===== config.mk =====
export PLATFORM = sky130hd
export DESIGN_NAME = mem_access_unit
export DESIGN_NICKNAME = d
export VERILOG_FILES = /design/src/rtl/mem_access_unit.sv
export SDC_FILE = /design/constraint.sdc
export NUM_CORES = 1
export LEC_CHECK = 0
export ABC_AREA = 1
export CAP_MARGIN = 20
export CORE_MARGIN = 2
export CORE_UTILIZATION = 25
export CTS_CLUSTER_DIAMETER = 50
export DETAILED_ROUTE_END_ITERATION = 6
export PLACE_DENSITY = 0.6
export SLEW_MARGIN = 25
export SYNTH_ARGS = -nofsm -noshare
export SYNTH_HDL_FRONTEND = slang
export SYNTH_SLANG_ARGS = --single-unit

===== constraint.sdc =====
create_clock -name clk -period 6.4 [get_ports clk]
set_clock_uncertainty 0.2 [all_clocks]
set_input_delay 0.96 -clock clk [delete_from_list [all_inputs] [get_ports clk]]
set_output_delay 0.96 -clock clk [all_outputs]
set_load 0.03 [all_outputs]

===== src/rtl/mem_access_unit.sv =====
// MEM-stage data-memory access controller: runs one req/ack bus transaction per load/store,
// stalls the pipeline until the bus responds, and flags misaligned addresses and timeouts.
module mem_access_unit #(
    parameter int unsigned TIMEOUT = 255,
    parameter int unsigned CNT_W   = 8
) (
    input  logic        clk,
    input  logic        reset,
    input  logic        mem_rd_i,
    input  logic        mem_wr_i,
    input  logic [31:0] addr_i,
    input  logic [31:0] wdata_i,
    output logic        stall_o,
    output logic [31:0] rdata_o,
    output logic        rdata_valid_o,
    output logic        align_err_o,
    output logic [31:0] badaddr_o,
    output logic        timeout_o,
    output logic        bus_req_o,
    output logic        bus_we_o,
    output logic [31:0] bus_addr_o,
    output logic [31:0] bus_wdata_o,
    input  logic        bus_ack_i,
    input  logic [31:0] bus_rdata_i
);

    typedef enum logic [1:0] {StIdle, StBusy, StDone} stateT;

    localparam logic [CNT_W-1:0] CntLast = CNT_W'(TIMEOUT - 1);

    stateT            state;
    logic [CNT_W-1:0] cnt;
    logic             acc;
    logic             mis;

    assign acc = mem_rd_i | mem_wr_i;
    assign mis = (addr_i[1:0] != 2'b00);

    // Gated by reset so both drop immediately when an access is aborted by reset.
    assign stall_o     = !reset && ((state == StIdle && acc && !mis) || state == StBusy);
    assign align_err_o = !reset && state == StIdle && acc && mis;

    always_ff @(posedge clk or posedge reset) begin
        if (reset) begin
            state         <= StIdle;
            cnt           <= '0;
            bus_req_o     <= 1'b0;
            bus_we_o      <= 1'b0;
            bus_addr_o    <= '0;
            bus_wdata_o   <= '0;
            rdata_o       <= '0;
            rdata_valid_o <= 1'b0;
            timeout_o     <= 1'b0;
            badaddr_o     <= '0;
        end else begin
            rdata_valid_o <= 1'b0;
            timeout_o     <= 1'b0;
            unique case (state)
                StIdle: begin
                    if (acc) begin
                        if (mis) begin
                            badaddr_o <= addr_i;
                        end else begin
                            bus_req_o   <= 1'b1;
                            bus_we_o    <= mem_wr_i;
                            bus_addr_o  <= {addr_i[31:2], 2'b00};
                            bus_wdata_o <= wdata_i;
                            cnt         <= '0;
                            state       <= StBusy;
                        end
                    end
                end
                StBusy: begin
                    if (bus_ack_i) begin
                        bus_req_o <= 1'b0;
                        if (!bus_we_o) begin
                            rdata_o       <= bus_rdata_i;
                            rdata_valid_o <= 1'b1;
                        end
                        state <= StDone;
                    end else if (cnt == CntLast) begin
                        bus_req_o <= 1'b0;
                        badaddr_o <= bus_addr_o;
                        timeout_o <= 1'b1;
                        if (!bus_we_o) begin
                            rdata_o <= '0;
                        end
                        state <= StDone;
                    end else begin
                        cnt <= cnt + 1'b1;
                    end
                end
                // Inputs are ignored here so the stalled instruction is never relaunched.
                StDone: state <= StIdle;
                default: state <= StIdle;
            endcase
        end
    end

endmodule


==> results summary <==
The latest clock arrival within the worst-skew pair is 0.41 ns. Of all nets on the critical path, the largest fanout is 59. The worst setup path is launched from an input port. IR analysis of the VDD net gives a maximum drop of 0.1453 mV. The top-area cell type share of the netlist area is 0.5714. The area growth from synthesis to layout is 51.02%.

In the final layout, the share of cells above drive strength 1 is 0.05468. The weighted congestion at the end of routability-driven global placement is 0.7894. 0 antenna diodes ended up in the layout.

The die is 160.6 µm tall. The number of standard cells after synthesis is 728. The first-pass iteration count of the detailed router came out at 6. The number of core rows came out at 57. The analysis attributes to cell leakage a power of 4.330 nW.

The maximum buffer depth of the clock tree is 2. The cell area that synthesis handed to floorplanning was 6131 µm². The number of sinks handled by clock tree synthesis is 140. The average wire per standard cell came out at 15.23 µm. The post-layout minimum cycle time is 4.318 ns.

The post-layout utilization of the core came out at 0.3830. The width of the die came out at 160.6 µm. The count of state elements after synthesis came out at 140. The endpoint required time on the critical path came out at 5.24 ns.

The number of failing setup endpoints in the final timing report came out at 0. In the final design database the tool counted 1041 nets. The total of hold buffers inserted after clock tree synthesis is 0. The part of the Yosys area used for sequential elements came out at 0.5714.

In the finished design, the share of the clock period the worst path needs comes to 0.6747. The number of nets with antenna violations after routing is 0. The largest net degree at the start of global routing came out at 98. The routed design uses 1301 µm of met3 wire.

The count of fill cells added during filler insertion came out at 2457. The pre-CTS setup slack came out at 2.020 ns. The TritonCTS clock tree is built. During placement, the flow inserted port buffers numbering 232. The number of distinct standard cells referenced by the synthesized netlist is 26. Traced cell by cell, the critical path runs through clkdlybuf4s50_1 > nor2_1 > nand2_2 > nor2_4 > inv_2 > buf_4 > a21oi_1 > clkdlybuf4s50_1.

The slew of the pin with the lowest slew margin came out at 0.9723 ns. The number of max-capacitance violations reported came out at 0. STA classifies the critical path endpoint as a primary output. Measured against its own limit, the worst slew margin works out to 0.3518.

The number of antenna violations at the first check in global routing came out at 0. The via-per-instance ratio is 4.413. The post-placement cell count came out at 1243. Summing all non-filler instances in the final layout gives an area of 9259 µm². The register area came out at 3503 µm². The upper clock frequency limit came out at 231.6 MHz. The number of gates resized after CTS was 0. The via count of the first global-routing pass is 5402. The floorplan die area came out at 25790 µm². The core outline area came out at 24180 µm². In the synthesized netlist the dominant register cell turns out to be dfrtp_1. By startpoint and endpoint, the worst setup path is classified as in -> out. The count of pins over their slew limit came to 0.

The overall via count from detail_route came out at 5626. The total power came out at 3.879 mW. The mean post-synth cell area came out at 8.422 µm². The cell at the root of the clock tree is clkbuf_16. The run finished with clean final reports. The share of synthesized flip-flops with an asynchronous set or reset is 1.000.

The tightest min-delay check is of the reg -> reg type. By count the netlist is led by 320 x nand2_1, 140 x dfrtp_1, 66 x o21ai_0. The overall fraction of global-route tracks in use is 0.1519. The placed instance area came out at 8661 µm². TritonCTS created 17 clock buffers. The placed wire-length estimate after detailed placement came out at 12670 µm.

The highest metal layer carrying signal wires in the routed design is met4. The post-detailed-routing wire length is 19410 µm. The most repeated library cell on the critical path is clkdlybuf4s50_1. The DRC violation total after the first TritonRoute iteration is 443. The H-tree level count is 4. By instance count, the leading cell after synthesis is nand2_1.

For this design the ratio of total power to cell area is 419.0 nW/µm². The first global-routing pass estimated 30760 µm of wire. By area the synthesized netlist is led by dfrtp_1 57%, nand2_1 20%, nand4_1 6.3%. The post-CTS setup repair buffer count is 0. The count of non-filler cells in the finished layout is 1275. After detailed routing, the number of remaining DRC violations is 0. The biggest area contributor in the post-synthesis netlist is dfrtp_1.

The data arrival time of the critical path came out at 3.16 ns. The effective utilization at floorplan came out at 0.2536. The slack of the critical path came out at 2.082 ns. Setup repair after global routing left no endpoint under its margin. The routed length on met2 is 8500 µm. The slowest stage of the critical path belongs to the cell clkdlybuf4s50_1.

The total I/O pin count came out at 235. The count of warnings emitted by yosys came out at 0. For this block, wires on met1 add up to 9280 µm. After clock tree synthesis, the clock-pin slew on the worst setup and hold paths is 0.06 ns.

The tightest hold margin came out at 0.2658 ns. The number of enable-type register cells in the synthesized netlist is 0. The peak per-stage delay on the critical path came out at 0.70 ns.

The remaining global-route overflow is 0. The final total negative setup slack came out at 0 ns. The area of the multi-input gates is 2222 µm². The number of hold violations in the final report is 0.
-- flip-flops by register name, summed over array words and instances, names as in the netlist, 2 cells and up --
signal	cells
bus_addr_o	30
bus_wdata_o	32
badaddr_o	32
state	2
rdata_o	32
cnt	8
-- worst paths after layout --
check / startpoint / endpoint / slack [ns] / cells after the start
max: addr_i[1] / stall_o / 2.08 / 8
min: badaddr_o[24]$_DFFE_PP0P_ / badaddr_o[24]$_DFFE_PP0P_ / 0.27 / 2
max reg2reg: state[1]$_DFFE_PP0P_ / badaddr_o[4]$_DFFE_PP0P_ / 3.55 / 6
min reg2reg: badaddr_o[24]$_DFFE_PP0P_ / badaddr_o[24]$_DFFE_PP0P_ / 0.27 / 2
max in group asynchronous: reset / rdata_o[11]$_DFFE_PP0P_ / 3.93 / 3
min in group asynchronous: reset / bus_wdata_o[4]$_DFFE_PP0P_ / 0.93 / 2
-- kinds of logic (layout without fill, tap and decap cells) --
family                     Yosys count  after routing  synth area share
buffers and inverters               91            313           0.06673
adders and majority gates            2              2          0.004081
AOI/OAI and AO/OA                   69             69           0.05694
DFF                                140            140            0.5714
xor gates and xnor gates             1              1          0.001429
and+or+nand+nor                    424            424            0.2988
other                                1              2         0.0006117
-- worst max-delay path, delay by kind of cell --
family          cells  cell delay, ns
simple gates        3            0.53
buf+inv             4            1.45
compound gates      1            0.20
-- cell type report --
class                   instances  share of cell area
flip-flops and latches        140              0.3784
repair buffers                237              0.2549
multi-input cells             498              0.2400
clock inverters                 9             0.01189
inverters                      44             0.01838
clock buffers                  23             0.05270
well taps                     324             0.04378
-- placed cells by master (no fill, tap or decap), types with 3 or more instances in the layout --
master / Yosys / routed
nand2_1: 320 / 320
clkdlybuf4s50_1: 0 / 232
dfrtp_1: 140 / 140
o21ai_0: 66 / 66
nand4_1: 62 / 62
inv_1: 42 / 40
clkbuf_16: 0 / 17
nor2_1: 14 / 14
nand3_1: 10 / 10
nand2_2: 5 / 5
buf_4: 7 / 5
nor3_1: 4 / 4
clkbuf_8: 0 / 4
nor2_4: 3 / 3
inv_2: 2 / 3
clkinvlp_4: 0 / 3
-- where the power goes --
part | switching, mW | leakage (nW) | internal, mW
registers | 0.158 | 1.77 | 1.14
clock network | 0.392 | 0.286 | 0.617
logic | 0.961 | 2.28 | 0.607
-- routing by layer --
metal,global-route usage,vias to the layer above
met5,0,-
met4,0.05119,0
met3,0.04365,20
met2,0.2273,195
met1,0.2111,2658
li1,-,2753
Note: power is estimated with default switching activity, not from simulation.
